**src/rtl/zero_skip_pkg.sv**
```systemverilog
// Shared types and helpers for the zero-skipping row compressor.
package zero_skip_pkg;

    typedef enum logic {StIdle, StDrain} state_e;

    // Widest mask the popcount helper handles; callers zero-extend into it.
    localparam int unsigned MaxRowSize = 64;

    function automatic logic pop_is_one(input logic [MaxRowSize-1:0] mask);
        return (mask != '0) && ((mask & (mask - MaxRowSize'(1))) == '0);
    endfunction

endpackage

```
**src/rtl/lowest_one_encoder.sv**
```systemverilog
// Priority encoder: index of the lowest set bit of mask, plus an any-set flag.
module lowest_one_encoder #(
    parameter int unsigned MAX_R_SIZE  = 8,
    parameter int unsigned R_IDX_WIDTH = 3
) (
    input  logic [MAX_R_SIZE-1:0]  mask,
    output logic [R_IDX_WIDTH-1:0] sel,
    output logic                   any
);

    always_comb begin
        sel = '0;
        any = 1'b0;
        // Scan downwards so the lowest set bit is the last to write sel.
        for (int i = MAX_R_SIZE - 1; i >= 0; i--) begin
            if (mask[i]) begin
                sel = R_IDX_WIDTH'(i);
                any = 1'b1;
            end
        end
    end

endmodule

```
**src/rtl/zero_skip_compressor.sv**
```systemverilog
// Streaming zero-skipping row compressor: one row in, one beat per non-zero word out.
// Optional macro ZERO_SKIP_IDX_EN adds the idx_out port carrying each word's original index.
module zero_skip_compressor
    import zero_skip_pkg::*;
#(
    parameter int unsigned WORD_WIDTH  = 8,
    parameter int unsigned MAX_R_SIZE  = 8,
    parameter int unsigned R_IDX_WIDTH = 3
) (
    input  logic                           clk,
    input  logic                           reset_n,
    input  logic                           in_valid,
    output logic                           in_ready,
    input  logic [WORD_WIDTH*MAX_R_SIZE-1:0] data_in,
    output logic                           out_valid,
    input  logic                           out_ready,
    output logic [WORD_WIDTH-1:0]          data_out,
    output logic                           last_out,
    output logic                           empty_out
`ifdef ZERO_SKIP_IDX_EN
    ,
    output logic [R_IDX_WIDTH-1:0]         idx_out
`endif
);

    if (R_IDX_WIDTH != $clog2(MAX_R_SIZE)) begin : g_bad_idx_width
        $error("R_IDX_WIDTH must equal $clog2(MAX_R_SIZE)");
    end
    if (MAX_R_SIZE < 2 || MAX_R_SIZE > MaxRowSize) begin : g_bad_row_size
        $error("MAX_R_SIZE out of supported range");
    end

    state_e                                 state_q, state_d;
    logic [MAX_R_SIZE-1:0][WORD_WIDTH-1:0]  row_q, row_d;
    logic [MAX_R_SIZE-1:0]                  mask_q, mask_d, new_mask;
    logic                                   empty_q, empty_d;
    logic [R_IDX_WIDTH-1:0]                 sel;
    logic                                   any;
    logic                                   draining;
    logic                                   accept;

    lowest_one_encoder #(
        .MAX_R_SIZE  (MAX_R_SIZE),
        .R_IDX_WIDTH (R_IDX_WIDTH)
    ) u_lowest_one (
        .mask (mask_q),
        .sel  (sel),
        .any  (any)
    );

    assign draining  = (state_q == StDrain);
    assign out_valid = draining;
    assign data_out  = any ? row_q[sel] : '0;
    assign empty_out = draining && empty_q;
    assign last_out  = draining && (pop_is_one(MaxRowSize'(mask_q)) || empty_q);
    assign in_ready  = !draining || (out_ready && last_out);
    assign accept    = in_valid && in_ready;
`ifdef ZERO_SKIP_IDX_EN
    assign idx_out   = sel;
`endif

    always_comb begin
        new_mask = '0;
        for (int i = 0; i < MAX_R_SIZE; i++) begin
            new_mask[i] = |data_in[WORD_WIDTH*i +: WORD_WIDTH];
        end
    end

    always_comb begin
        state_d = state_q;
        row_d   = row_q;
        mask_d  = mask_q;
        empty_d = empty_q;
        if (draining && out_ready) begin
            if (any) begin
                mask_d[sel] = 1'b0;
            end
            if (last_out) begin
                state_d = StIdle;
            end
        end
        // A row accepted on the final beat overrides the return to idle.
        if (accept) begin
            row_d   = data_in;
            mask_d  = new_mask;
            empty_d = (new_mask == '0);
            state_d = StDrain;
        end
    end

    always_ff @(posedge clk or negedge reset_n) begin
        if (!reset_n) begin
            state_q <= StIdle;
            row_q   <= '0;
            mask_q  <= '0;
            empty_q <= 1'b0;
        end else begin
            state_q <= state_d;
            row_q   <= row_d;
            mask_q  <= mask_d;
            empty_q <= empty_d;
        end
    end

endmodule

```
**config.mk**
```make
export PLATFORM = sky130hd
export DESIGN_NAME = zero_skip_compressor
export DESIGN_NICKNAME = d
export VERILOG_FILES = /design/src/rtl/zero_skip_pkg.sv /design/src/rtl/lowest_one_encoder.sv /design/src/rtl/zero_skip_compressor.sv
export SDC_FILE = /design/constraint.sdc
export NUM_CORES = 1
export LEC_CHECK = 0
export ABC_AREA = 1
export CORE_ASPECT_RATIO = 0.5
export CORE_MARGIN = 4
export CORE_UTILIZATION = 47
export DETAILED_ROUTE_END_ITERATION = 10
export GPL_TIMING_DRIVEN = 0
export PLACE_DENSITY = 0.77
export SLEW_MARGIN = 15
export SYNTH_ARGS = -nofsm -noshare
export SYNTH_HDL_FRONTEND = slang
export SYNTH_HIERARCHICAL = 1
export SYNTH_SLANG_ARGS = --single-unit
```
**constraint.sdc**
```tcl
create_clock -name clk -period 1.9 [get_ports clk]
set_clock_uncertainty 0.1 [all_clocks]
set_input_delay 0.19 -clock clk [delete_from_list [all_inputs] [get_ports clk]]
set_output_delay 0.19 -clock clk [all_outputs]
set_load 0.05 [all_outputs]
```
# ---- After elaboration in Yosys (flattened, before gate mapping)
# Cells that the tools add are included.
dict set report word_totals {
  input_bits 68
  elab_cells 70
  output_inout_bits 12
  reg_bits 74
}
dict set report op_classes {
  n_addsub 1
  n_bitwise 3
  order_cmp 2
  n_reduce_logical 26
  n_mux 27
}
# op count
set op_table {}
lappend op_table {{bitwise AND 8 x 64 -> 64 bit} 1}
lappend op_table {{zero test 64 bit} 1}
lappend op_table {{OR reduction 8 bit} 8}
lappend op_table {{two-way mux 8 bit} 5}
lappend op_table {{binary-select mux 8 bit (select 3 bit)} 1}
lappend op_table {{two-way mux 3 bit} 8}
lappend op_table {{two-way mux 1 bit} 12}
lappend op_table {{subtractor 8 x 1 -> 9 bit, second input constant} 1}
lappend op_table {{bitwise AND 8 bit} 1}
lappend op_table {{zero test 8 bit} 1}
lappend op_table {{inverter 8 bit} 1}
lappend op_table {{nonzero test 8 bit} 1}
lappend op_table {{logical AND 1 bit} 7}
lappend op_table {{nonzero test 2 bit} 3}
lappend op_table {{less-than comparator 3 x 4 -> 1 bit, second input constant} 1}
lappend op_table {{AND reduction 2 bit} 2}
lappend op_table {{demux 1 bit (select 3 bit)} 1}
lappend op_table {{>= comparator 3 x 1 -> 1 bit, second input constant} 1}
lappend op_table {{logical OR 1 bit} 2}
lappend op_table {{zero test 1 bit} 1}

# ---- Longest topological paths before layout
# Gate-level depths: netlist (run 1).
dict set report depth {
  word_depth 17
  mapped_depth 15
  depth_no_buf 15
}

# ---- Cells and area by module
# Netlist (run 1), hierarchy kept.
# mod instances cells_each area_each_um2 seq_area_each_um2
set modules_own_cells {}
lappend modules_own_cells {zero_skip_compressor 1 507 3801.1 1851.8}
lappend modules_own_cells {lowest_one_encoder 1 22 98.8 0.0}

# ---- Least setup slack after synthesis (run 1)
# Ideal clock, no wire load.
dict set report synth_timing {
  path_kind {register to output}
  from {reg mask_q[6]}
  to {out data_out[3]}
  slack_ps -872
  required_ps 1610
  path_stages_with_launch 13
  arrival_time_ps 2482
  n_path_buf 0
  cell_sequence {dfrtp_1 -> inv_1 -> nand2_1 -> nand2_1 -> nand2_1 -> nand2_1 -> nand2_1 -> a21oi_1 -> clkinv_1 -> nor3_2 -> nand2_1 -> and3_1 -> a41oi_1}
}
dict set report synth_between {
  elab_chain_len 10
  word_cells_on_any_way 17
}
# element line
set synth_lines {}
lappend synth_lines {{start: declaration} zero_skip_compressor.sv:35} ;# logic [MAX_R_SIZE-1:0] mask_q, mask_d, new_mask;
lappend synth_lines {{start signal: assignment} zero_skip_compressor.sv:100} ;# mask_q <= mask_d;
lappend synth_lines {{two-way mux 3 bit (7 in a row)} lowest_one_encoder.sv:16} ;# if (mask[i]) begin
lappend synth_lines {{via sel[0]} zero_skip_compressor.sv:37} ;# logic [R_IDX_WIDTH-1:0] sel;
lappend synth_lines {{binary-select mux 8 bit (select 3 bit)} zero_skip_compressor.sv:53} ;# assign data_out = any ? row_q[sel] : '0;
lappend synth_lines {{two-way mux 8 bit (implied by the code)} zero_skip_compressor.sv:53}
lappend synth_lines {{two-way mux 8 bit} zero_skip_compressor.sv:53}
lappend synth_lines {{end: declaration} zero_skip_compressor.sv:17} ;# output logic [WORD_WIDTH-1:0] data_out,
# The timed path passes the listed nets, and every way through them passes these cells. The select of a mux whose other input is x is not followed.

# ---- Worst setup path in the final report (run 1)
dict set report layout_timing {
  from {reg mask_q[7]}
  to {out data_out[6]}
}
dict set report layout_between {
  elab_chain_len 11
  word_cells_on_any_way 19
}
# element line
set layout_lines {}
lappend layout_lines {{two-way mux 3 bit (8 in a row)} lowest_one_encoder.sv:16}
lappend layout_lines {{via sel[2]} zero_skip_compressor.sv:37}
lappend layout_lines {{binary-select mux 8 bit (select 3 bit)} zero_skip_compressor.sv:53}
lappend layout_lines {{two-way mux 8 bit (implied by the code)} zero_skip_compressor.sv:53}
lappend layout_lines {{two-way mux 8 bit} zero_skip_compressor.sv:53}
# The timed path passes the listed nets, and every way through them passes these cells. The select of a mux whose other input is x is not followed.

==> summary by stage, run 1 <==
Outcome
The run finished, with violations left. The checks that failed: setup timing.

Setup path
The category of the worst setup path capture point is an output pin. The setup slack of the worst register-to-register path is -0.40 ns. Walking the worst path, the cells encountered are or2_4, nor3_4, nor2_4, inv_4, nor3_4, buf_12, buf_6, a221oi_4, a41oi_4, buf_6. The sum of buffers and inverters on the critical path is 4.

The cell class contributing the biggest share of worst-path delay is simple AND/OR/NAND/NOR gates. The worst setup path is launched from a flop. The slowest cell on the critical path is sky130_fd_sc_hd__dfrtp_1.

Data on the critical path arrives at its endpoint at between 2 and 3 ns. The required arrival time at the worst endpoint is ~1.6 ns. The maximum net fanout on the critical path is 6. In this design, the stage delay of the slowest critical-path cell is around 0.4 ns.

The critical path in this run is classified as flop to output pin.

Logic synthesis
Synthesis inferred 74 register bits. The synthesized area per cell is around 7.4 um2. The mapped netlist covers a little under 4000 um2. Yosys printed 6 warnings. The total nets after synthesis is 597. Of the synthesized area, sequential elements account for 0.475. The synthesized instance count is between 500 and 600.

The number of different library cells used by synthesis comes to 32.

Global route
The number of antenna violations at the first check in global routing came to 0. The wire length of the first global-routing pass is between 20 and 25 mm. The number of global-route vias before repair is approximately 4400.

The overall track demand over capacity in global routing is 0.294. The maximum number of pins on one net before global-route repair is 61. The remaining global-route overflow is 0.

Timing
The upper clock frequency limit is roughly 360 MHz. After layout, the worst setup slack is -0.906 ns. The transition time at the pin with the least slew margin is ~0.5 ns.

Dividing the final minimum period by the clock period gives 1.48. Setup violations remaining at the end of the flow were counted as 83. On the final layout, the worst hold slack is 0.143 ns. The routed design could run at a clock period as short as ~2.8 ns. Setup repair after global routing could not meet its margin everywhere. Measured against its own limit, the worst slew margin works out to 0.667. The count of final max-slew check failures was 0.

The final number of hold-violating endpoints is 0.

Power
Of the total power, the share spent switching nets is 0.209. The analysis attributes to cell leakage a power of 3.03 nW. The sequential fraction of design power is 0.425. The share of total power in the clock network is 0.512.

For this design the total switching power over the nets is between 700 and 800 uW. In this run the power density over the cells is approximately 600 nW/um2. The share of total power dissipated in combinational logic is 0.062.

The internal portion of the total power is slightly below 3 mW. The maximum resistive drop on vdd is around 440 uV.

CTS
The root buffer cell is sky130_fd_sc_hd__clkbuf_16. The maximum buffer depth of the clock tree is 2. The later-pin clock latency in the skew report is 0.35 ns. The clock net in this run drives a total of 74 sinks.

The number of buffers created by CTS is 9. CTS built an H-tree with a depth of 3. TritonCTS built the clock tree. The post-CTS clock slew at the launch and capture registers of the worst setup and hold paths is approximately 0.060 ns.

Drt
Across all layers, the routed design uses roughly 4400 vias. The via-per-instance ratio is about 5.6. For this block, the initial DRC count from the detailed router was approximately 570. For this block, the routed nets add up to 14.6 mm of wire.

In the routed design, unresolved DRC markers number 0. The count of nets left with antenna violations once routing finished came out at 0. The number of detailed-routing iterations run before antenna repair is 5.

The per-cell routed wire length is 18.7 um.

Placement
The count of input and output buffers is slightly below 80. The final HPWL from detailed placement is slightly below 9 mm. The placer's final routability congestion estimate is between 0.9 and 1.

Final layout
The filler cells instantiated in the layout total about 480. In the final layout, the share of cells above drive strength 1 is 0.240. The relative area change from synthesis to final layout is 61.1%. The net count of the finished layout is about 730. 0 antenna diodes ended up in the layout. The final design utilization is 0.783.

Die
The initial core utilization is 0.486. The floorplan step defined a core boundary enclosing about 8000 um2. During I/O placement, the number of pins put on the boundary was 80. The die is 72.4 um tall.

The total die area is between 9000 and 10000 um2. The horizontal extent of the die is between 100 and 150 um. The number of rows in the core area is 23.

Job
The number of max-cap violations is 0.

Hold path
The type of the tightest min-delay check is input pin to async pin.
[through the flow]
step	power [mW]	worst slack, ns	cells	area, um2	TNS [ns]
final	3.71	-0.906	782	6280	-28.24
after detailed placement	1.83	-1.43	720	5050	-26.29
after global routing	3.80	-0.998	782	6280	-40.22
after CTS	3.70	-0.852	771	6070	-24.90
after floorplan	1.63	-0.373	529	4110	-2.63
after global placement	1.82	-2.34	719	5030	-176.88
[cells in the final DEF (no fill, tap or decap), types with 3 or more instances in the layout]
| master | Yosys | routed |
|---|---|---|
| sky130_fd_sc_hd__nor3_4 | 0 | 3 |
| sky130_fd_sc_hd__nor2_4 | 0 | 4 |
| sky130_fd_sc_hd__nor2_1 | 22 | 15 |
| sky130_fd_sc_hd__nand2_4 | 0 | 3 |
| sky130_fd_sc_hd__nor4_1 | 10 | 10 |
| sky130_fd_sc_hd__o21ai_1 | 15 | 21 |
| sky130_fd_sc_hd__dfrtp_2 | 0 | 7 |
| sky130_fd_sc_hd__a21oi_1 | 8 | 4 |
| sky130_fd_sc_hd__inv_1 | 68 | 57 |
| sky130_fd_sc_hd__nor3_1 | 4 | 4 |
| sky130_fd_sc_hd__clkbuf_16 | 0 | 10 |
| sky130_fd_sc_hd__nand3_4 | 2 | 4 |
| sky130_fd_sc_hd__o21ai_0 | 19 | 9 |
| sky130_fd_sc_hd__bufbuf_16 | 0 | 3 |
| sky130_fd_sc_hd__buf_4 | 5 | 33 |
| sky130_fd_sc_hd__inv_4 | 0 | 5 |
| sky130_fd_sc_hd__nand2_1 | 228 | 225 |
| sky130_fd_sc_hd__clkdlybuf4s50_1 | 0 | 66 |
| sky130_fd_sc_hd__o21ai_2 | 0 | 4 |
| sky130_fd_sc_hd__a221oi_4 | 0 | 6 |
| sky130_fd_sc_hd__nand4_1 | 13 | 13 |
| sky130_fd_sc_hd__clkinv_4 | 0 | 3 |
| sky130_fd_sc_hd__dfrtp_1 | 74 | 67 |
| sky130_fd_sc_hd__buf_8 | 0 | 5 |
| sky130_fd_sc_hd__nand3_1 | 12 | 8 |
| sky130_fd_sc_hd__nor2_2 | 0 | 3 |
| sky130_fd_sc_hd__buf_6 | 1 | 23 |
| sky130_fd_sc_hd__inv_2 | 1 | 6 |
| sky130_fd_sc_hd__a21oi_4 | 0 | 3 |
| sky130_fd_sc_hd__nand3_2 | 1 | 3 |
| sky130_fd_sc_hd__a41oi_4 | 0 | 8 |
| sky130_fd_sc_hd__buf_12 | 0 | 4 |
[power groups by stage]
stage / Sequential (mW) / Combinational, mW / Clock (mW)
final: 1.58 / 0.232 / 1.90
after global routing: 1.58 / 0.250 / 1.97
after floorplan: 1.61 / 0.0267 / 0
after CTS: 1.58 / 0.228 / 1.89
after global placement: 1.61 / 0.217 / 0
after detailed placement: 1.60 / 0.224 / 0
[kinds of logic after synthesis]
kind of cell           after synthesis  synth area share
AO/OA/AOI/OAI                       66             0.105
flip-flops                          74             0.475
AND/OR/NAND/NOR                    300             0.325
buffers and inverters               89            0.0946
[worst reg2reg max path, delay by kind of cell (launching register included)]
family / cells / cell delay (ns)
simple gates: 12 / 1.10
buf+inv: 4 / 0.57
flops: 1 / 0.40
[sequential cells by signal (all words and copies together), names as in the netlist]
register and flops:
mask_q 8, row_q 64, out_valid 1, empty_q 1
[repair_timing]
item | 4_1_cts | 5_1_grt
buffers inserted | 29 | 11
setup endpoints to repair | 84 | 83
gates cloned | 5 | 0
resized for setup | 158 | 34
pin swaps | 11 | 9
hold buffers | 1 | 0
hold endpoints to repair | 74 | 0
[worst paths after layout]
check                      startpoint  cells past startpoint          end
hold reg to reg             row_q[56]                      2    row_q[56]
min in group clk             in_valid                      3    out_valid
max in group asynchronous     reset_n                      3    row_q[13]
hold / removal                reset_n                      2    mask_q[1]
setup reg to reg            mask_q[0]                     16    mask_q[4]
setup / recovery            mask_q[7]                     10  data_out[6]
[synthesized netlist by cell type]
master / instances / share of area
sky130_fd_sc_hd__buf_2: 7 / 0.0090
sky130_fd_sc_hd__a22o_1: 2 / 0.0045
sky130_fd_sc_hd__a22oi_1: 2 / 0.0038
sky130_fd_sc_hd__nand2_2: 1 / 0.0016
sky130_fd_sc_hd__or2_1: 1 / 0.0016
sky130_fd_sc_hd__buf_4: 5 / 0.0096
sky130_fd_sc_hd__clkbuf_1: 3 / 0.0029
sky130_fd_sc_hd__buf_6: 1 / 0.0029
sky130_fd_sc_hd__nor3_1: 4 / 0.0051
sky130_fd_sc_hd__nor2_1: 22 / 0.021
sky130_fd_sc_hd__and3_1: 2 / 0.0032
sky130_fd_sc_hd__dfrtp_1: 74 / 0.47
sky130_fd_sc_hd__inv_1: 68 / 0.065
sky130_fd_sc_hd__a21oi_1: 8 / 0.010
sky130_fd_sc_hd__or2_2: 1 / 0.0016
sky130_fd_sc_hd__a221oi_1: 6 / 0.013
sky130_fd_sc_hd__o2bb2ai_1: 2 / 0.0045
sky130_fd_sc_hd__o21ai_0: 19 / 0.024
sky130_fd_sc_hd__nand2_1: 228 / 0.22
sky130_fd_sc_hd__nor3_2: 3 / 0.0077
sky130_fd_sc_hd__clkinv_1: 4 / 0.0038
sky130_fd_sc_hd__a21oi_2: 1 / 0.0022
sky130_fd_sc_hd__nand4_1: 13 / 0.021
sky130_fd_sc_hd__o22ai_1: 2 / 0.0032
sky130_fd_sc_hd__inv_2: 1 / 0.00096
sky130_fd_sc_hd__nand3_1: 12 / 0.015
sky130_fd_sc_hd__a41oi_1: 8 / 0.018
sky130_fd_sc_hd__o21ai_1: 15 / 0.019
sky130_fd_sc_hd__a31oi_1: 1 / 0.0016
sky130_fd_sc_hd__nor4_1: 10 / 0.016
sky130_fd_sc_hd__nand3_2: 1 / 0.0026
sky130_fd_sc_hd__nand3_4: 2 / 0.0090
[layer usage]
layer | up-vias | wire length [um] | global-route usage | share of wire
li1 | 1988 | - | - | -
met1 | 2050 | 5560 | 0.348 | 0.38
met2 | 285 | 6880 | 0.488 | 0.47
met3 | 83 | 1540 | 0.108 | 0.10
met4 | 0 | 666 | 0.125 | 0.045
met5 | - | 0 | 0 | 0
[final cells by class]
type	instances	area [um2]	share of cell area
clock buffers	12	256	0.0408
clock inverters	4	73.8	0.0117
inverters	73	308	0.0490
repair inverters	1	6.26	0.000996
multi-input cells	367	2140	0.341
plain buffers	16	198	0.0315
repair buffers	123	1300	0.206
well taps	112	140	0.0223
flip-flops and latches	74	1860	0.296
No activity file was read; power rests on OpenSTA's default activity.
==> inputs of run 2 (changes only) <==
--- a/config.mk
+++ b/config.mk
@@ -15,5 +15,4 @@
 export SLEW_MARGIN = 15
 export SYNTH_ARGS = -nofsm -noshare
 export SYNTH_HDL_FRONTEND = slang
-export SYNTH_HIERARCHICAL = 1
 export SYNTH_SLANG_ARGS = --single-unit
==> constraint.sdc (replaced) <==
create_clock -name clk -period 1.9 [get_ports clk]
set_clock_uncertainty 0.1 [all_clocks]
set_input_delay 0.19 -clock clk [delete_from_list [all_inputs] [get_ports clk]]
set_output_delay 0.19 -clock clk [all_outputs]
set_load 0.005 [all_outputs]
==> summary by stage, run 2 <==
Timing
Setup repair after global routing could not meet its margin everywhere. The worst path setup slack after routing came to -0.607 ns (+0.299 ns). The worst hold slack was 0.127 ns (-0.0167 ns). The tightest slew margin relative to the limit is 0.299 (-0.368).

The final period demand of the worst path is 2.51 ns (-0.299 ns). The upper clock frequency limit is 399 MHz (+12%). The count of final max-slew check failures was 0 (unchanged).

The setup violation total in the final timing report was 83 (unchanged). The transition time at the pin with the least slew margin is 1.05 ns (+0.546 ns). The fraction of the cycle the final worst path needs is 1.32 (-0.157). The final number of hold-violating endpoints is 0 (unchanged).

Die
The total die area came to 10200 um2 (+2.8%). The horizontal extent of the die is 139 um (+1.4%). The total I/O pin count is 80 (unchanged). The initial core utilization came to 0.493 (+0.00758). The core area came to 8140 um2 (+1.4%). The die height is 73.4 um (+1.3%). The number of rows in the core area was 23 (unchanged).

Logic synthesis
The commonest cells after synthesis are 196 x sky130_fd_sc_hd__nand2_1, 74 x sky130_fd_sc_hd__dfrtp_1, 46 x sky130_fd_sc_hd__inv_1. The number of enable flip-flop cells after synthesis is 0 (unchanged). In the post-synthesis netlist, the biggest area contributors are sky130_fd_sc_hd__dfrtp_1 46%, sky130_fd_sc_hd__nand2_1 18%, sky130_fd_sc_hd__nand3b_1 8.4%, sky130_fd_sc_hd__inv_1 4.3%, sky130_fd_sc_hd__nand4_1 4.0%. For this run, the leading register cell type out of synthesis is sky130_fd_sc_hd__dfrtp_1. The distinct cell type count after synthesis is 25 (-22%). The synthesized instance count is 528 (-0.19%). sky130_fd_sc_hd__dfrtp_1 takes more of the synthesized area than any other cell. The synthesis-stage register bit count came to 74 (unchanged).

The count of synthesis-stage warnings from yosys is 0 (-6). The share of synthesized area occupied by flip-flops and latches is 0.461 (-0.0139). The synthesized area per cell came to 7.61 um2 (+3.2%). The total nets after synthesis is 596 (-0.17%). The fraction of registers with async set or reset after synthesis is 1.00 (unchanged). The fraction of synthesized cell area taken by the top area cell type was 0.461 (-0.0139). The area of the mapped netlist was 4020 um2 (+3.0%). By instance count, the leading cell after synthesis is sky130_fd_sc_hd__nand2_1.

Placement
The placer's final routability congestion estimate is 0.896 (-1.9%). The final HPWL from detailed placement was 8.93 mm (+0.57%). The count of input and output buffers was 78 (unchanged). The pre-CTS setup slack came to -0.969 ns (+0.458 ns).

Final layout
The register with the most flip-flops in the final layout is row_q. The number of diodes added for antenna fixing came to 0 (unchanged). The final design utilization was 0.783 (about the same).

The fill cell instance count of the final layout is 505 (+4.3%). In the layout the commonest cells are 134 x sky130_fd_sc_hd__nand2_1, 70 x sky130_fd_sc_hd__dfrtp_1, 67 x sky130_fd_sc_hd__clkdlybuf4s50_1. The largest registers in the layout are row_q: 64 flops, mask_q: 8 flops. The library cell used most frequently in the layout, excluding fill and tap cells, is sky130_fd_sc_hd__nand2_1. The relative area change from synthesis to final layout is 58.7%. The number of nets in the finished design came to 726 (-0.95%).

The share of layout cells above drive strength 1 is 0.320 (+0.0799). The number of flip-flops in the largest register is 64 (unchanged).

CTS
The number of clock sinks seen by CTS is 74 (unchanged). The maximum buffer depth of the clock tree is 2 (unchanged). The root buffer cell is sky130_fd_sc_hd__clkbuf_16.

The H-tree depth reported by CTS is 3 (unchanged). The post-CTS clock slew at the launch and capture registers of the worst setup and hold paths is 0.06 ns (about the same). The number of buffers created by CTS is 9 (unchanged). TritonCTS built the clock tree. The later-pin clock latency in the skew report came to 0.34 ns (about the same).

Drt
The number of nets with antenna violations after routing is 0 (unchanged). The number of detailed-routing iterations run before antenna repair is 7 (+2). The residual DRC count is 0 (unchanged).

The via-per-instance ratio is 5.73 (+1.7%). The aggregate routed wire length is 15.0 mm (+2.6%). The via count came to 4417 (+0.25%). The initial detailed-routing violation count was 482 (-16%). The per-cell routed wire length is 19.5 um (+4.1%).

Global route
The number of antenna violations at the first check in global routing was 0 (unchanged). The number of global-route vias before repair was 3962 (-9.3%). The wire length of the first global-routing pass is 20.4 mm (-6.3%).

The maximum number of pins on one net before global-route repair is 61 (unchanged). The overall track demand over capacity in global routing is 0.263 (-0.0308). The remaining global-route overflow came to 0 (unchanged).

Outcome
The checks that failed: setup timing. The flow ran to the end, but the final reports show violations.

Setup path
The maximum net fanout on the critical path is 8 (+2). The type of the worst setup path is flop to output pin. The worst setup path is captured at an output pin. The endpoint arrival time on the critical path is 2.22 ns (-0.30 ns). The required arrival time at the worst endpoint was 1.61 ns (about the same). The worst setup path is launched from a flop.

Power
The maximum resistive drop on vdd is 1050 uV (+140%). The power per cell area is 1960 nW/um2 (+230%). The static leakage power is 3.08 nW (+1.5%).

Job
The number of max-cap violations was 0 (unchanged).

Hold path
The path class of the tightest hold or removal check is input pin to flop.
-- run 2: changes by cell type after synthesis, sizes merged, moves of 6 or more --
cell    change
a221oi      -6
a41oi       -8
clkbuf      +7
inv        -20
nand2      -28
nand3      +17
nand3b     +45
nand4      +13
nor3        -6
-- run 2: cell type report --
cell class	count	area [um2]	share of cell area
sequential	74	1860	0.291
clock inverter	1	5.00	0.000785
tap	112	140	0.0220
clock buffer	11	243	0.0381
buffer	24	312	0.0489
timing repair buffer	120	1280	0.201
inverter	49	191	0.0300
multi-input combinational	380	2350	0.368
-- run 2: final timing paths --
path / from / slack [ns] / depth (start not counted) / to
hold reg to reg: row_q[50] / 0.37 / 2 / row_q[50]
setup / recovery: mask_q[1] / -0.61 / 8 / data_out[4]
min in group asynchronous: reset_n / 0.15 / 2 / row_q[21]
max in group asynchronous: reset_n / 0.98 / 3 / mask_q[2]
hold / removal: in_valid / 0.13 / 3 / out_valid
setup reg to reg: mask_q[5] / -0.43 / 16 / row_q[24]
-- run 2: cell families (layout without fill, tap and decap cells) --
logic type,after synthesis,after routing,share of synthesized area
AND/OR/NAND/NOR,339,339,0.397
AO/OA/AOI/OAI,41,41,0.0545
buffers and inverters,74,205,0.0875
flip-flops,74,74,0.461
-- run 2: repair_timing --
action	4_1_cts	5_1_grt
endpoints found under the hold margin	74	0
pin swaps	21	36
hold buffers	1	0
endpoints found under the setup margin	83	84
resized for setup	112	163
gates cloned	1	8
buffers inserted	19	15
-- run 2: per-layer routing --
layer	vias to the layer above	track usage	routed length, um
met5	-	0	0
met4	0	0.0694	530
met3	71	0.0579	1540
met2	236	0.430	6900
met1	2122	0.361	6050
li1	1988	-	-
-- run 2: metrics by stage --
| stage | total power [mW] | instances | TNS, ns | area [um2] |
|---|---|---|---|---|
| 2_1_floorplan | 5.75 | 528 | 0 | 4020 |
| 3_3_place_gp | 7.67 | 718 | -168.71 | 4940 |
| 3_5_place_dp | 7.77 | 719 | -28.16 | 4960 |
| 4_1_cts | 10.2 | 752 | -28.07 | 5610 |
| 5_1_grt | 13.1 | 771 | -38.36 | 6380 |
| 6_report | 12.5 | 771 | -31.30 | 6380 |
-- run 2: worst max-delay path: stages, from the launching register on --
cell and delay (ns):
sky130_fd_sc_hd__dfrtp_2 0.45, sky130_fd_sc_hd__inv_1 0.13, sky130_fd_sc_hd__nand2_1 0.16, sky130_fd_sc_hd__a31oi_1 0.30, sky130_fd_sc_hd__inv_2 0.20, sky130_fd_sc_hd__nand3_2 0.13
sky130_fd_sc_hd__nand4_1 0.18, sky130_fd_sc_hd__nor2_1 0.18, sky130_fd_sc_hd__buf_2 0.14
-- run 2: power breakdown --
group / leakage (nW) / switching, mW / total, mW / internal, mW
clock: 0.123 / 0.621 / 1.51 / 0.887
combinational: 2.03 / 4.39 / 8.05 / 3.66
sequential: 0.924 / 0.627 / 2.94 / 2.31
==> inputs of run 3 (changes only) <==
--- a/config.mk
+++ b/config.mk
@@ -8,10 +8,10 @@
 export ABC_AREA = 1
 export CORE_ASPECT_RATIO = 0.5
 export CORE_MARGIN = 4
-export CORE_UTILIZATION = 47
+export CORE_UTILIZATION = 52
 export DETAILED_ROUTE_END_ITERATION = 10
 export GPL_TIMING_DRIVEN = 0
-export PLACE_DENSITY = 0.77
+export PLACE_DENSITY = 0.8
 export SLEW_MARGIN = 15
 export SYNTH_ARGS = -nofsm -noshare
 export SYNTH_HDL_FRONTEND = slang
==> constraint.sdc (replaced) <==
create_clock -name clk -period 2.7 [get_ports clk]
set_clock_uncertainty 0.1 [all_clocks]
set_input_delay 0.27 -clock clk [delete_from_list [all_inputs] [get_ports clk]]
set_output_delay 0.27 -clock clk [all_outputs]
set_load 0.005 [all_outputs]
==> summary by stage, run 3 (same netlist as run 2, synthesis figures left out) <==
Setup path
The longest individual stage delay on the worst path is 0.44 ns (about the same). The critical path goes through o21bai_1, nand2_1, nand2_1, nand2_1, nand2_2, nand2_4, inv_2, buf_4, nand3b_1, nand4_1, nor2_1, dlygate4sd2_1. The type of the worst setup path is flop to output pin. The slowest cell on the critical path is sky130_fd_sc_hd__dfrtp_2. The launching element type of the critical path is a flop. By instance count, the cell type seen most on the critical path is sky130_fd_sc_hd__nand2_1. The maximum net fanout on the critical path was 10 (+2). The setup slack of the worst register-to-register path is 0.41 ns (+0.84 ns). The critical register-to-register path endpoint is row_q[59]. The required arrival time at the worst endpoint came to 2.33 ns (+0.72 ns). The cell depth of the worst flop-to-flop path came to 12 (-4). The endpoint arrival time on the critical path came to 2.26 ns (+0.04 ns). In this run the critical register-to-register path is launched from mask_q[6]. The category of the worst setup path capture point is an output pin.

Final layout
The library cell used most frequently in the layout, excluding fill and tap cells, is sky130_fd_sc_hd__nand2_1. The relative area change from synthesis to final layout is 34.8%. The largest registers in the layout are row_q: 64 flops, mask_q: 8 flops. The number of flip-flops in the largest register was 64 (unchanged).

The share of layout cells above drive strength 1 came to 0.125 (-0.195). In the layout the commonest cells are 194 x sky130_fd_sc_hd__nand2_1, 70 x sky130_fd_sc_hd__dfrtp_1, 69 x sky130_fd_sc_hd__clkdlybuf4s50_1. The number of nets in the finished design is 697 (-4.0%).

The post-route non-filler standard cell count came to 729 (-5.4%). The number of diodes added for antenna fixing was 0 (unchanged). row_q holds more flip-flops than any other register.

The final design utilization came to 0.731 (-0.0514).

Timing
The transition time at the pin with the least slew margin is 0.722 ns (-0.325 ns). The final number of hold-violating endpoints is 0 (unchanged). The setup violation total in the final timing report is 0 (-100%).

The tightest slew margin relative to the limit is 0.515 (+0.216). Setup repair after global routing could not meet its margin everywhere. The fraction of the cycle the final worst path needs is 0.972. The worst path setup slack after routing is 0.0748 ns (+0.682 ns). The smallest clock period supported by the final layout is computed as 2.63 ns. The upper clock frequency limit is between 300 and 400 MHz. The count of final max-slew check failures is 0 (unchanged). The setup total negative slack is 0 ns (+31.30 ns).

Global route
The maximum number of pins on one net before global-route repair came to 57 (-6.6%). The number of antenna violations at the first check in global routing is 0 (unchanged). The remaining global-route overflow is 0 (unchanged). The overall track demand over capacity in global routing is 0.262 (-0.000378). The wire length of the first global-routing pass came to 19.1 mm (-6.4%). The number of global-route vias before repair is 3866 (-2.4%).

Placement
The pre-CTS setup slack is -0.234 ns (+0.735 ns). The count of input and output buffers is 78 (unchanged). The instance count after placement with tap cells included is 703 (-2.2%). The placer's final routability congestion estimate is 0.939 (+4.8%). The final HPWL from detailed placement is 8.84 mm (-0.97%).

Power
The sequential fraction of design power is 0.280 (+0.045). The share of total power in the clock network is 0.159 (+0.038). The internal cell power is 3.89 mW (-43%). The static leakage power is 2.70 nW (-12%). The switching portion of total power is 0.440 (-0.0113). The power per cell area is 1280 nW/um2 (-35%). The power spent charging and discharging nets is 3.06 mW (-46%). The relative contribution of combinational cells to total power was 0.561 (-0.083).

The maximum resistive drop on vdd was 795 uV (-24%).

Die
The core area came to 7400 um2 (-9.1%). The total I/O pin count is 80 (unchanged). The initial core utilization came to 0.543 (+0.0493). The horizontal extent of the die is 132 um (-4.6%). The total die area is 9280 um2 (-8.8%).

The number of rows in the core area is 22 (-4.3%). The die height is 70.2 um (-4.4%).

Drt
The per-cell routed wire length is 16.4 um (-16%). The residual DRC count is 0 (unchanged). The number of nets with antenna violations after routing came to 0 (unchanged). The aggregate routed wire length is 11.9 mm (-21%). The via-per-instance ratio is 5.53 (-3.5%). The via count is 4029 (-8.8%). The number of detailed-routing iterations run before antenna repair is 5 (-2). The initial detailed-routing violation count is 339 (-30%).

CTS
The number of clock sinks seen by CTS came to 74 (unchanged). The maximum buffer depth of the clock tree is 2 (unchanged). The H-tree depth reported by CTS is 3 (unchanged). The number of buffers created by CTS is 9 (unchanged). The later-pin clock latency in the skew report is 0.34 ns (about the same). TritonCTS built the clock tree.

The post-CTS clock slew at the launch and capture registers of the worst setup and hold paths is 0.06 ns (about the same). CTS placed an instance of sky130_fd_sc_hd__clkbuf_16 at the clock tree root.

Hold path
The tightest min-delay check is of the input pin to flop type. The number of instances on the worst hold path was 3 (unchanged). The worst hold path begins at in_valid. The path with the worst hold slack has its endpoint at out_valid.

Outcome
The run finished with clean final reports.

Job
The number of max-cap violations came to 0 (unchanged).
[run 3: cell count changes in the layout (fill, tap and decap cells not counted), sizes merged]
cell and change:
clkinv +2, clkdlybuf4s50 +2, clkdlybuf4s15 +2, buf -34, clkbuf -3, dlygate4sd2 +5
[run 3: how the worst max path moves through the flow]
stage / start / endpoint / slack (ns) / cells after the start
after detailed placement: mask_q[5] / data_out[2] / -0.23 / 12
after global routing: mask_q[2] / in_ready / -0.03 / 10
final: mask_q[5] / data_out[4] / 0.07 / 12
after floorplan: mask_q[4] / data_out[3] / 0.77 / 9
after CTS: mask_q[1] / in_ready / 0.004 / 10
after global placement: reset_n / mask_q[4] / -1.22 / 1
[run 3: through the flow]
step	hold slack [ns]	area, um2	power, mW
CTS	0.180	5340	6.71
detailed placement	0.0618	4940	5.46
global placement	0.357	4920	5.37
global route	0.238	5420	7.44
floorplan	-0.126	4020	4.05
finish	0.194	5420	6.95
[run 3: cell type report]
class | count | area [um2]
plain buffers | 25 | 203
well taps | 96 | 120
flip-flops and latches | 74 | 1860
repair buffers | 90 | 883
clock inverters | 3 | 15.0
fillers | 560 | 1990
clock buffers | 12 | 256
multi-input cells | 380 | 1900
inverters | 49 | 184
[run 3: critical path, delay by kind of cell, from the launching register on]
family / cells / cell delay, ns
buffers and inverters: 3 / 0.49
flip-flops: 1 / 0.44
AO/OA/AOI/OAI: 1 / 0.16
AND/OR/NAND/NOR: 8 / 0.83
[run 3: routing by layer]
layer / vias up / track usage / share of wire
li1: 1919 / - / -
met1: 1937 / 0.371 / 0.44
met2: 162 / 0.410 / 0.46
met3: 11 / 0.0568 / 0.088
met4: 0 / 0.0737 / 0.011
met5: - / 0 / 0
[run 3: power groups by stage]
stage	sequential, mW	combinational, mW	clock (mW)
final	1.95	3.90	1.10
after global routing	2.00	4.29	1.16
after CTS	1.92	3.68	1.10
after detailed placement	1.94	3.52	0
after global placement	1.93	3.44	0
after floorplan	1.83	2.22	0
[run 3: repair_timing]
item                       CTS  global route
cloned                       0             0
hold endpoints to repair    18             0
buffers inserted             6             4
pin swaps                   10            10
resized for setup           35            22
hold buffers                 1             0
setup endpoints to repair    8             9
==> edit 1, RTL diff (flow settings as in run 2) <==
Build with the macro `ZERO_SKIP_IDX_EN` defined.
--- a/src/rtl/zero_skip_compressor.sv
+++ b/src/rtl/zero_skip_compressor.sv
@@ -2,2 +2,4 @@
 // Optional macro ZERO_SKIP_IDX_EN adds the idx_out port carrying each word's original index.
+`define ZERO_SKIP_IDX_EN
+
 module zero_skip_compressor
Function (old outputs only; new: idx_out): kept (Yosys induction, for registers that start in step).
==> edit 1 against run 2 <==
The run still ends with setup timing left; synthesized area grew 2.6%; critical endpoint is now row_q[56]; routed wire length grew 32%; non-clock buffer count grew 20; sequential cell count is the same; combinational power grew 28%; total power grew 22%; fmax shrank 5.3%; setup slack lost 0.14 ns; cell count grew 6.1%; final area grew 8.6%.
==> edit 1: results <==
export IMPL_setup_slack_ns=-0.747
export IMPL_clock_cell_area_share=0.0463
export IMPL_h_tree_depth=3
export IMPL_yosysMostFrequentCell="nand2_1"
export IMPL_first_global_vias=4459
export IMPL_p_switching_mw=7.16
export IMPL_globalplace_congestion=0.916
export IMPL_grt_pass1_wl_um=22900
export IMPL_vias_per_cell=6.42
export IMPL_drt_iter0_drc=831
export IMPL_nFillCells=384
export IMPL_place_inst=744
export IMPL_hold_path_class="primary input to async pin"
export IMPL_firstDrtPassIters=8
export IMPL_leakage_nw=3.44
export IMPL_yosysSeqAreaShare=0.449
export IMPL_final_nonclk_buf_share=0.277
export IMPL_drive_gt1_frac=0.398
export IMPL_nMultiInputCombCells=382
export IMPL_hpwl_um=8900
export IMPL_grt_max_degree=51
export IMPL_fin_nets=769
export IMPL_track_usage=0.288
export IMPL_worstPathArrival_ns=2.78
export IMPL_status="finished with violations"
export IMPL_seqCellArea_um2=1860
export IMPL_insertion_delay_ns=0.36
export IMPL_ir_drop_mv=0.951
export IMPL_synth_area_top_cells="dfrtp_1, nand2_1, nand3_1"
export IMPL_violations="setup timing"
export IMPL_final_cells=818
export IMPL_die_w_um=140
export IMPL_antenna_found_initial=1
export IMPL_place_area_um2=5100
export IMPL_synth_fp_nets=618
export IMPL_avgSynthCellArea_um2=7.49
export IMPL_synth_common_cells="nand2_1, dfrtp_1, inv_1, nand3_1, o21ai_1"
export IMPL_finalSetupViolCount=87
export IMPL_io_buffer_count=81
==> edit 1: cell count changes in the layout (fill, tap and decap cells not counted), moves of 6 or more <==
| cell | change |
|---|---|
| buf_6 | +7 |
| nand4_1 | -16 |
| nor2_1 | -8 |
| nand3_1 | +12 |
| nand3_2 | +11 |
| buf_8 | +8 |
| nand2_2 | +20 |
| buf_16 | +6 |
| o21ai_2 | +12 |
| o21ai_1 | +13 |
| inv_1 | +19 |
| nand2_1 | -13 |
| nand3b_1 | -29 |
==> edit 1: timing repair <==
item / 4_1_cts / 5_1_grt
endpoints found under the hold margin: 24 / 0
pin swaps: 32 / 53
setup endpoints to repair: 86 / 87
cloned: 13 / 5
resized for setup: 155 / 168
setup buffers: 24 / 19
hold buffers: 1 / 0
==> edit 1: worst max-delay path, stage by stage, from the launching register on <==
cell and delay (ns):
dfrtp_2 0.47, inv_2 0.13, nand2_1 0.14, nand2_2 0.12
nand2_1 0.08, nor2_1 0.19, nand2_1 0.12, o21ai_2 0.18
nand2_2 0.10, nand2_4 0.07, buf_6 0.13, nand2_8 0.10
buf_12 0.17, buf_12 0.13, clkinv_8 0.04, nand2_1 0.05
o21ai_1 0.20
==> edit 1: worst paths after layout <==
| path | from | end | slack (ns) | depth (start not counted) |
|---|---|---|---|---|
| worst min-delay path | reset_n | row_q[18] | 0.18 | 2 |
| worst max-delay path | mask_q[1] | row_q[56] | -0.75 | 16 |
| worst min register to register | row_q[45] | row_q[45] | 0.40 | 2 |
| worst max register to register | mask_q[1] | row_q[56] | -0.75 | 16 |
| min in group clk | in_valid | out_valid | 0.19 | 3 |
| max in group asynchronous | reset_n | mask_q[5] | 0.93 | 3 |
==> edit 1: stage by stage <==
step | TNS [ns] | util
final | -50.10 | 0.838
after detailed placement | -25.16 | 0.617
after global placement | -167.19 | 0.614
after CTS | -28.26 | 0.751
after global routing | -49.50 | 0.838
after floorplan | -0.660 | -
==> edit 1: cells by family (layout without fill, tap and decap cells) <==
logic type | Yosys count | count (layout) | synth area share
buffers and inverters | 94 | 250 | 0.107
AO/OA/AOI/OAI | 69 | 69 | 0.104
AND/OR/NAND/NOR | 313 | 313 | 0.341
flip-flops | 74 | 74 | 0.449
==> edit 1: power groups by stage <==
stage / Sequential [mW] / Combinational (mW) / Clock, mW
2_1_floorplan: 2.61 / 3.53 / 0
3_3_place_gp: 2.76 / 5.35 / 0
3_5_place_dp: 2.76 / 5.48 / 0
4_1_cts: 2.78 / 7.36 / 1.85
5_1_grt: 3.04 / 10.6 / 1.94
6_report: 3.01 / 10.3 / 1.91
==> edit 1: layer usage <==
metal / track usage / share of wire / up-vias
met5: 0 / 0.00066 / -
met2: 0.462 / 0.41 / 573
li1: - / - / 2063
met3: 0.0944 / 0.16 / 211
met1: 0.370 / 0.35 / 2403
met4: 0.115 / 0.087 / 2
==> edit 2, RTL diff (config.mk and constraints of run 2) <==
Without the edit above. Reset style: synchronous (`reset_n`), changed in one clocked block.
--- a/src/rtl/zero_skip_compressor.sv
+++ b/src/rtl/zero_skip_compressor.sv
@@ -90,3 +90,3 @@
 
-    always_ff @(posedge clk or negedge reset_n) begin
+    always_ff @(posedge clk) begin
         if (!reset_n) begin
Formal check against the unedited RTL: differs if reset_n is asserted again (counterexample within 4 cycles, from zero or initial values and one cycle with reset_n low); with reset_n held inactive, the same outputs for 4 cycles.
==> edit 2 against run 2 <==
The run still ends with setup timing left; sequential cell count unchanged; non-clock buffer count increased by 8; sequential share of layout area decreased by 4.4 points; setup slack improved by 0.12 ns; synthesized cell count increased by 1.7%; routed wire length increased by 3.1%; final area down 5.0%; register-to-register slack better by 0.09 ns; synthesized area is 8.5% lower; largest cell class unchanged; first-iteration DRC count increased by 44%.
Power is not compared: it rests on default switching activity, and its combinational part moved more than twofold at a synthesized area within 25%.
==> edit 2: results <==
export IMPL_met3_length_um=2070
export IMPL_cts_resized=192
export IMPL_dr_wl_met2_um=6890
export IMPL_nFillCells=445
export IMPL_finalSetupTns_ns=-21.31
export IMPL_synthDistinctLibCells=30
export IMPL_place_area_um2=4590
export IMPL_cp_slowest_cell="dfxtp_4"
export IMPL_min_delay_start="reset_n"
export IMPL_antenna_found_initial=0
export IMPL_max_slew_margin=0.544
export IMPL_synth_area_top_cells="dfxtp_1, nand2_1, nor2_1"
export IMPL_place_inst=723
export IMPL_finalSetupViolCount=84
export IMPL_setup_slack_ns=-0.489
export IMPL_drive_gt1_frac=0.304
export IMPL_synth_common_cells="nand2_1, nor2_1, dfxtp_1, inv_1, o21ai_0"
export IMPL_avgSynthCellArea_um2=6.84
export IMPL_synth_compound_area_frac=0.199
export IMPL_vias_per_cell=5.82
export IMPL_r2r_end="mask_q[7]"
export IMPL_hold_end="mask_q[5]"
export IMPL_cp_max_fo=5
export IMPL_crit_reg2reg_launch="mask_q[6]"
export IMPL_synth_fp_nets=605
export IMPL_grt_max_degree=12
export IMPL_synthAdderAreaFrac=0
export IMPL_fin_nets=741
export IMPL_synth_top_area_frac=0.403
export IMPL_wl_met1_um=5910
export IMPL_grt_pass1_wl_um=22300
export IMPL_drt_iter0_drc=692
export IMPL_cts_setup_buffers=26
export IMPL_yosysSeqAreaShare=0.403
export IMPL_dr_total_vias=4569
export IMPL_firstDrtPassIters=6
export IMPL_async_reset_ff_frac=0
export IMPL_track_usage=0.307
export IMPL_post_place_ws_ns=-0.946
export IMPL_status="finished with violations"
export IMPL_crit_path_start="mask_q[5]"
export IMPL_finalWirelength_um=15500
export IMPL_violations="setup timing"
export IMPL_first_global_vias=4343
==> edit 2: cell types whose count changed after synthesis, sizes merged, moves of 38 or more <==
cell,delta
dfrtp,-74
nand2,-103
nand3b,-38
o21ai,+45
dfxtp,+74
nor2,+64
a21oi,+46
==> edit 2: where the power goes <==
group	internal (mW)	total, mW	switching (mW)
registers	1.71	1.82	0.111
clock network	1.12	1.76	0.647
logic	0.954	2.01	1.06
==> edit 2: final cells by class <==
cell class | instances | area (um2) | area share
Multi-Input combinational cell | 375 | 2170 | 0.358
Sequential cell | 74 | 1500 | 0.247
Timing Repair Buffer | 126 | 1440 | 0.238
Clock buffer | 13 | 270 | 0.0446
Buffer | 26 | 264 | 0.0436
Inverter | 61 | 246 | 0.0407
Tap cell | 108 | 135 | 0.0223
Clock inverter | 2 | 35.0 | 0.00578
==> edit 2: tightest hold or removal path, delay by kind of cell <==
family                 cells  cell delay [ns]
AO/OA/AOI/OAI              2             0.20
buffers and inverters      1             0.29
==> edit 2: worst max path at each step <==
stage / endpoint / slack, ns / cells past startpoint
after CTS: data_out[3] / -0.45 / 13
after global placement: data_out[6] / -0.90 / 11
after global routing: data_out[6] / -0.56 / 11
after detailed placement: data_out[6] / -0.95 / 11
after floorplan: row_q[10] / 0.13 / 12
final: data_out[3] / -0.49 / 12
==> edit 2: kinds of logic (layout without fill, tap and decap cells) <==
kind of cell           after synthesis  after routing
AO/OA/AOI/OAI                      137            137
buffers and inverters               88            228
AND/OR/NAND/NOR                    238            238
flip-flops                          74             74
==> edit 2: metal layers <==
| metal | global-route usage | vias up |
|---|---|---|
| li1 | - | 2044 |
| met1 | 0.387 | 2077 |
| met2 | 0.479 | 361 |
| met3 | 0.113 | 87 |
| met4 | 0.124 | 0 |
| met5 | 0 | - |
